==> config.mk <==
export PLATFORM = sky130hd
export DESIGN_NAME = run_controller_flat
export DESIGN_NICKNAME = d
export VERILOG_FILES = /design/src/rtl/run_controller_if.sv /design/src/rtl/run_controller.sv /design/src/flat_wrapper.sv
export SDC_FILE = /design/constraint.sdc
export NUM_CORES = 1
export LEC_CHECK = 0
export CORE_MARGIN = 4
export CORE_UTILIZATION = 45
export DETAILED_ROUTE_END_ITERATION = 8
export PLACE_DENSITY = 0.87
export SKIP_CTS_REPAIR_TIMING = 1
export SYNTH_ARGS = -nofsm -noshare
export SYNTH_HDL_FRONTEND = slang
export SYNTH_SLANG_ARGS = --single-unit
==> constraint.sdc <==
create_clock -name i_clock -period 2.25 [get_ports i_clock]
set_input_delay 0.3375 -clock i_clock [delete_from_list [all_inputs] [get_ports i_clock]]
set_output_delay 0.3375 -clock i_clock [all_outputs]
set_load 0.05 [all_outputs]
==> src/rtl/run_controller_if.sv <==
// run_controller_if -- bus between the run controller and its host/bench.
//   master : host side (drives start/stop/step controls and port_in)
//   slave  : run_controller side (drives init_mem/dp_reset/dp_run/status)
// Optional macro RUN_CTRL_BREAKPOINT_EN adds pc_in, bp_addr, bp_enable, bp_hit.
interface run_controller_if #(
  parameter int DATA_WIDTH = 32,
  parameter int CNT_WIDTH  = 32
);
  logic                  start;
  logic                  stop;
  logic                  step_mode;
  logic                  step;
  logic [DATA_WIDTH-1:0] port_in;
  logic                  port_in_load;
  logic [DATA_WIDTH-1:0] iport_out;
  logic                  init_mem;
  logic                  dp_reset;
  logic                  dp_run;
  logic                  done;
  logic                  timeout;
  logic [CNT_WIDTH-1:0]  cycle_count;
  logic [2:0]            state;
`ifdef RUN_CTRL_BREAKPOINT_EN
  logic [DATA_WIDTH-1:0] pc_in;
  logic [DATA_WIDTH-1:0] bp_addr;
  logic                  bp_enable;
  logic                  bp_hit;
`endif

  modport master (
`ifdef RUN_CTRL_BREAKPOINT_EN
    output pc_in, bp_addr, bp_enable,
    input  bp_hit,
`endif
    output start, stop, step_mode, step, port_in, port_in_load,
    input  iport_out, init_mem, dp_reset, dp_run, done, timeout, cycle_count, state
  );

  modport slave (
`ifdef RUN_CTRL_BREAKPOINT_EN
    input  pc_in, bp_addr, bp_enable,
    output bp_hit,
`endif
    input  start, stop, step_mode, step, port_in, port_in_load,
    output iport_out, init_mem, dp_reset, dp_run, done, timeout, cycle_count, state
  );
endinterface

==> src/rtl/run_controller.sv <==
// run_controller -- run-control sequencer in front of the DataPath.
// Issues the memory-init strobe, holds the datapath in reset for a window,
// then gates execution through dp_run in free-run, single-step or
// cycle-limited mode. Also registers the IPortInput value.
// Ports:
//   i_clock  : rising-edge clock
//   i_reset  : synchronous active-high reset (back to IDLE)
//   bus      : run_controller_if.slave (controls in, sequencing/status out)
// Optional macro RUN_CTRL_BREAKPOINT_EN: PC breakpoint that drops RUN into STEP.
module run_controller #(
  parameter int DATA_WIDTH   = 32,
  parameter int INIT_CYCLES  = 1,
  parameter int RESET_CYCLES = 2,
  parameter int CNT_WIDTH    = 32,
  parameter int MAX_CYCLES   = 0
) (
  input logic             i_clock,
  input logic             i_reset,
  run_controller_if.slave bus
);
  typedef enum logic [2:0] {
    S_IDLE = 3'd0, S_INIT = 3'd1, S_RST = 3'd2,
    S_RUN  = 3'd3, S_STEP = 3'd4, S_HALT = 3'd5
  } state_t;

  localparam int SEQ_MAX = (INIT_CYCLES > RESET_CYCLES) ? INIT_CYCLES : RESET_CYCLES;
  localparam int SEQ_W   = (SEQ_MAX > 1) ? $clog2(SEQ_MAX) : 1;
  localparam logic [SEQ_W-1:0]     INIT_LD = SEQ_W'(INIT_CYCLES - 1);
  localparam logic [SEQ_W-1:0]     RST_LD  = SEQ_W'(RESET_CYCLES - 1);
  localparam logic [CNT_WIDTH-1:0] LIMIT   = CNT_WIDTH'(MAX_CYCLES);

  state_t                r_state;
  logic [SEQ_W-1:0]      r_seq;
  logic [CNT_WIDTH-1:0]  r_cycle_count;
  logic [DATA_WIDTH-1:0] r_iport;
  logic                  r_init_mem, r_dp_reset, r_dp_run, r_done, r_timeout;

  logic [CNT_WIDTH-1:0]  w_cnt_inc;
  logic                  w_limit, w_bp, w_hold, w_grant;

  // Saturating increment; the limit is judged on the post-increment value.
  assign w_cnt_inc = (r_cycle_count == '1) ? r_cycle_count : r_cycle_count + CNT_WIDTH'(1);
  assign w_limit   = (MAX_CYCLES != 0) && (w_cnt_inc == LIMIT);

`ifdef RUN_CTRL_BREAKPOINT_EN
  logic r_bp_hit, r_bp_hold;
  assign w_bp   = bus.bp_enable && (bus.pc_in == bus.bp_addr);
  // While parked on a breakpoint, step_mode=0 must not resume until the PC moves.
  assign w_hold = r_bp_hold && w_bp;
  assign bus.bp_hit = r_bp_hit;
`else
  assign w_bp   = 1'b0;
  assign w_hold = 1'b0;
`endif

  // A step in the same cycle as step_mode falling is dropped unless parked.
  assign w_grant = bus.step && (bus.step_mode || w_hold);

  always_ff @(posedge i_clock) begin
    if (i_reset) begin
      r_state       <= S_IDLE;
      r_seq         <= '0;
      r_cycle_count <= '0;
      r_iport       <= '0;
      r_init_mem    <= 1'b0;
      r_dp_reset    <= 1'b1;
      r_dp_run      <= 1'b0;
      r_done        <= 1'b0;
      r_timeout     <= 1'b0;
`ifdef RUN_CTRL_BREAKPOINT_EN
      r_bp_hit      <= 1'b0;
      r_bp_hold     <= 1'b0;
`endif
    end else begin
      if (bus.port_in_load) r_iport <= bus.port_in;
`ifdef RUN_CTRL_BREAKPOINT_EN
      r_bp_hit <= 1'b0;
      if (!w_bp) r_bp_hold <= 1'b0;
`endif
      case (r_state)
        S_IDLE, S_HALT: begin
          if (bus.start) begin
            r_state       <= S_INIT;
            r_seq         <= INIT_LD;
            r_cycle_count <= '0;
            r_init_mem    <= 1'b1;
            r_dp_reset    <= 1'b1;
            r_done        <= 1'b0;
            r_timeout     <= 1'b0;
`ifdef RUN_CTRL_BREAKPOINT_EN
            r_bp_hold     <= 1'b0;
`endif
          end
        end
        S_INIT: begin
          if (r_seq == '0) begin
            r_state    <= S_RST;
            r_seq      <= RST_LD;
            r_init_mem <= 1'b0;
          end else begin
            r_seq <= r_seq - SEQ_W'(1);
          end
        end
        S_RST: begin
          if (r_seq == '0) begin
            r_dp_reset <= 1'b0;
            r_state    <= bus.step_mode ? S_STEP : S_RUN;
            r_dp_run   <= !bus.step_mode;
          end else begin
            r_seq <= r_seq - SEQ_W'(1);
          end
        end
        S_RUN: begin
          r_cycle_count <= w_cnt_inc;
          if (bus.stop || w_limit) begin
            r_state   <= S_HALT;
            r_dp_run  <= 1'b0;
            r_done    <= 1'b1;
            r_timeout <= !bus.stop;  // stop wins over the limit
          end else if (w_bp || bus.step_mode) begin
            r_state  <= S_STEP;
            r_dp_run <= 1'b0;
`ifdef RUN_CTRL_BREAKPOINT_EN
            if (w_bp) begin
              r_bp_hit  <= 1'b1;
              r_bp_hold <= 1'b1;
            end
`endif
          end
        end
        S_STEP: begin
          if (r_dp_run) begin
            // The granted cycle: counted, and may halt.
            r_cycle_count <= w_cnt_inc;
            if (bus.stop || w_limit) begin
              r_state   <= S_HALT;
              r_dp_run  <= 1'b0;
              r_done    <= 1'b1;
              r_timeout <= !bus.stop;
            end else if (!bus.step_mode && !w_hold) begin
              r_state  <= S_RUN;
              r_dp_run <= 1'b1;
            end else begin
              r_dp_run <= w_grant;
            end
          end else if (w_grant) begin
            r_dp_run <= 1'b1;
          end else if (!bus.step_mode && !w_hold) begin
            r_state  <= S_RUN;
            r_dp_run <= 1'b1;
          end
        end
        default: begin
          r_state    <= S_IDLE;
          r_init_mem <= 1'b0;
          r_dp_reset <= 1'b1;
          r_dp_run   <= 1'b0;
          r_done     <= 1'b0;
          r_timeout  <= 1'b0;
        end
      endcase
    end
  end

  assign bus.iport_out   = r_iport;
  assign bus.init_mem    = r_init_mem;
  assign bus.dp_reset    = r_dp_reset;
  assign bus.dp_run      = r_dp_run;
  assign bus.done        = r_done;
  assign bus.timeout     = r_timeout;
  assign bus.cycle_count = r_cycle_count;
  assign bus.state       = r_state;
endmodule

==> src/flat_wrapper.sv <==
// flat-port wrapper written by rule: the top's interface ports become plain ports
module run_controller_flat 
#(
  parameter int DATA_WIDTH   = 32,
  parameter int INIT_CYCLES  = 1,
  parameter int RESET_CYCLES = 2,
  parameter int CNT_WIDTH    = 32,
  parameter int MAX_CYCLES   = 0
)
  (i_clock, i_reset, bus_start, bus_stop, bus_step_mode, bus_step, bus_port_in, bus_port_in_load, bus_iport_out, bus_init_mem, bus_dp_reset, bus_dp_run, bus_done, bus_timeout, bus_cycle_count, bus_state);
  run_controller_if #(.DATA_WIDTH(DATA_WIDTH), .CNT_WIDTH(CNT_WIDTH)) bus_i ();
  input logic i_clock;
  input logic i_reset;
  input wire logic [$bits(bus_i.start)-1:0] bus_start;
  input wire logic [$bits(bus_i.stop)-1:0] bus_stop;
  input wire logic [$bits(bus_i.step_mode)-1:0] bus_step_mode;
  input wire logic [$bits(bus_i.step)-1:0] bus_step;
  input wire logic [$bits(bus_i.port_in)-1:0] bus_port_in;
  input wire logic [$bits(bus_i.port_in_load)-1:0] bus_port_in_load;
  output wire logic [$bits(bus_i.iport_out)-1:0] bus_iport_out;
  output wire logic [$bits(bus_i.init_mem)-1:0] bus_init_mem;
  output wire logic [$bits(bus_i.dp_reset)-1:0] bus_dp_reset;
  output wire logic [$bits(bus_i.dp_run)-1:0] bus_dp_run;
  output wire logic [$bits(bus_i.done)-1:0] bus_done;
  output wire logic [$bits(bus_i.timeout)-1:0] bus_timeout;
  output wire logic [$bits(bus_i.cycle_count)-1:0] bus_cycle_count;
  output wire logic [$bits(bus_i.state)-1:0] bus_state;
  assign bus_i.start = bus_start;
  assign bus_i.stop = bus_stop;
  assign bus_i.step_mode = bus_step_mode;
  assign bus_i.step = bus_step;
  assign bus_i.port_in = bus_port_in;
  assign bus_i.port_in_load = bus_port_in_load;
  assign bus_iport_out = bus_i.iport_out;
  assign bus_init_mem = bus_i.init_mem;
  assign bus_dp_reset = bus_i.dp_reset;
  assign bus_dp_run = bus_i.dp_run;
  assign bus_done = bus_i.done;
  assign bus_timeout = bus_i.timeout;
  assign bus_cycle_count = bus_i.cycle_count;
  assign bus_state = bus_i.state;
  run_controller #(.DATA_WIDTH(DATA_WIDTH), .INIT_CYCLES(INIT_CYCLES), .RESET_CYCLES(RESET_CYCLES), .CNT_WIDTH(CNT_WIDTH), .MAX_CYCLES(MAX_CYCLES)) u_core (.i_clock(i_clock), .i_reset(i_reset), .bus(bus_i));
endmodule
==> flow_summary.rst <==
.. list-table::
   :header-rows: 1

   * - Metric
     - Value
   * - Worst r2r src
     - u_core.bus.state[0]
   * - Fin. Hold Viols
     - 0
   * - HPWL after detailed placement
     - just over 8000 µm
   * - Worst-skew pair later-pin latency
     - around 0.34 ns
   * - Setup-failing EPs final
     - 0
   * - Die Footprint
     - between 9000 and 10000 µm²
   * - Largest net degree at the start of global routing
     - 57
   * - Remaining routing DRC violations
     - 0
   * - Mapped cell area
     - approximately 3700 µm²
   * - Critical Path Sink Type
     - output port
   * - Layout-stage area growth over the synthesis result
     - 43.3%
   * - X dimension of the die
     - just under 100 µm
   * - Cell Rows
     - 32
   * - Share of synthesized area occupied by flip-flops and latches
     - between 30% and 40%
   * - Synthesized netlist cell count
     - roughly 420
   * - DRC violation total after the first TritonRoute iteration
     - between 300 and 400
   * - Count of input and output buffers
     - 110
   * - Tightest Pin Transition
     - 0.607 ns
   * - Predominant post-synthesis flop cell
     - dfxtp_1
   * - VDD IR max
     - 0.537 mV
   * - Worst hold start
     - u_core.bus.timeout
   * - Commonest non-fill, non-tap cell in the layout
     - clkdlybuf4s50_1
   * - Global-route wire length before repair
     - approximately 19000 µm
   * - Number of nets in the finished design
     - between 500 and 600
   * - Hold Crit Class
     - register to register
   * - RSZ-0062 raised after global routing
     - false
   * - Clock tree skew after final layout
     - roughly 0.0065 ns
   * - Aggregate global-route resource usage
     - 23.0%
   * - Worst Path Required
     - 1.91 ns
   * - Number of unique standard cell types used by synthesis
     - between 50 and 60
   * - Flop and latch count out of synthesis
     - 73
   * - Number of vias in the routed layout
     - between 3000 and 4000
   * - Critical path class
     - register to output port
   * - Delay of the slowest critical-path stage
     - around 0.83 ns
   * - Final clock period utilization by the worst path
     - a little over nine tenths
   * - TritonRoute pass-1 iters
     - 5
   * - Clock tree from TritonCTS
     - built
   * - Critical Path Start Type
     - register
   * - Number of nets in the synthesized netlist
     - 456
   * - Number of global-route vias before repair
     - about 3800
   * - Max-slew violations
     - 0
   * - Clk slew on worst S/H paths
     - 0.07 ns
   * - CP delay by family, top
     - buffers and inverters
   * - Remaining global-route overflow
     - 0
   * - Yosys top cell area share
     - 39.4%
   * - Slowest cell on the critical path
     - clkdlybuf4s50_1
   * - Critical path startpoint
     - u_core.bus.state[1]
   * - Root cell of the clock tree
     - clkbuf_8
   * - EDFF count, synth
     - 0
   * - Number of antenna violations at the first check in global routing
     - 0
   * - Vias per cell
     - ~6.0
   * - Area contributors post-synth
     - dfxtp_1 (39%), mux2i_1 (9.2%), nor2_1 (5.4%)
   * - Buffer depth of the longest clock path
     - 2
   * - Non-Filler Instances
     - about 650
   * - Commonest cells after routing, fill and taps aside
     - clkdlybuf4s50_1 (107), dfxtp_1 (71), nor2_1 (53)
   * - LEAKAGE
     - 2.03 nW
   * - Crit-path cells
     - buf_4 > clkdlybuf4s50_1
   * - Inserted Clock Buffers
     - 9
   * - Post-placement cell count
     - 633
   * - Seq. cell area
     - approximately 1500 µm²
   * - Placeable core region
     - approximately 7900 µm²
   * - Final wirelength
     - around 11000 µm
   * - Max_slew headroom
     - about 60%
   * - Top-level I/O count
     - 111
   * - Share of cells above drive strength 1
     - approximately 14%
   * - Remaining number of nets flagged by the antenna check after routing
     - 0
   * - Filler cells
     - 624
   * - Syn. warnings
     - 0
   * - Height of the chip
     - between 90 and 100 µm
   * - Multi-input combinational cell area
     - 2110 µm²
   * - Arrival @ worst endpoint
     - roughly 1.8 ns
   * - Count of H-tree levels built during CTS
     - 3
   * - Average instance area after synthesis
     - between 8 and 9 µm²
   * - Power density of the placed cells
     - about 740 nW/µm²
   * - Fmax
     - about 0.47 GHz
   * - Post-Place Worst Slack
     - -0.0235 ns
   * - Clock sink count
     - between 70 and 80
   * - RD Place Congestion
     - a little under 1
   * - Initial standard-cell utilization of the core
     - a little under half
   * - Min Hold Slack
     - 0.482 ns
   * - Antenna fix cells
     - 0
   * - Post-synthesis async set-or-reset flop share
     - 0%
   * - Count of buffering cells on the critical path with inverters included
     - 2
   * - Setup WS post-layout
     - roughly 0.13 ns
   * - Top cell type by total area after synthesis
     - dfxtp_1
   * - Status
     - finished, final reports clean
   * - Maxcap violations
     - 0
   * - Post-detailed-route wirelength per cell
     - 17.5 µm
   * - Fin crit period
     - 2.12 ns
   * - Largest fanout of any net on the critical path
     - 14
## cell usage after synthesis (all sizes together) (9+ instances only)
cell type  number
dfxtp          73
o31ai          12
buf            12
a31oi          11
nand2          26
nand3          17
o311ai         21
mux2i          34
clkbuf         16
and3            9
nor2           55
o41ai          11
o21ai          13
nand4           9
a21oi          25
## metal layers
layer	track usage, %	share of wire, %	vias up
li1	-	-	1834
met1	28.5	39	1839
met2	38.8	50	225
met3	5.31	8.6	26
met4	8.82	2.4	0
met5	0	0	-
## stage by stage
stage	utilization (%)	TNS, ns	power (W)	cell area [µm²]
after global routing	67.4	0	0.00411	5320
after floorplan	-	0	0.00230	3710
after global placement	64.4	0	0.00272	5080
after CTS	67.3	0	0.00393	5310
after detailed placement	64.4	-0.0648	0.00277	5080
final	67.4	0	0.00392	5320
## state kept, by name, summed over array words and instances (netlist names)
| signal | flops |
|---|---|
| u_core.bus.cycle_count | 32 |
| u_core.bus.done | 1 |
| u_core.bus.dp_reset | 1 |
| u_core.bus.dp_run | 1 |
| u_core.bus.init_mem | 1 |
| u_core.bus.iport_out | 32 |
| u_core.bus.state | 3 |
| u_core.bus.timeout | 1 |
| u_core.r_seq | 1 |
## power by group
group,internal (W),switching (W),leakage (nW)
Sequential,0.00137,0.0000613,0.597
Combinational,0.000515,0.000805,1.32
Clock,0.000658,0.000511,0.116
## worst register-to-register path, cell delays in order, from the launching register on
cell and delay (ns):
dfxtp_1 0.38, or3b_4 0.42, a211oi_4 0.34, and4_4 0.43, buf_12 0.18, o311ai_0 0.15, o31ai_1 0.11
## kinds of logic (layout without fill, tap and decap cells)
family | count (synthesis) | after routing | share of synthesized area, %
fa+ha+maj | 1 | 1 | 0.337
mux | 35 | 35 | 9.48
simple gates | 158 | 158 | 23.9
buf+inv | 35 | 166 | 4.25
compound gates | 114 | 114 | 22.6
flops | 73 | 73 | 39.4
## area by class of cell
cell class / count / share of cell area, %
multi-input combinational: 308 / 39.6
sequential: 73 / 27.5
timing repair buffer: 143 / 25.6
clock buffer: 10 / 2.59
tap: 102 / 2.40
clock inverter: 6 / 1.72
inverter: 7 / 0.494
## path summary, 6_finish.rpt
kind | to | slack [ns] | cells after the start
max | bus_state[1] | 0.13 | 2
min | u_core.bus.timeout | 0.48 | 1
min reg2reg | u_core.bus.timeout | 0.48 | 1
max reg2reg | u_core.bus.cycle_count[12] | 0.14 | 6
(Power assumes the default switching activity.)
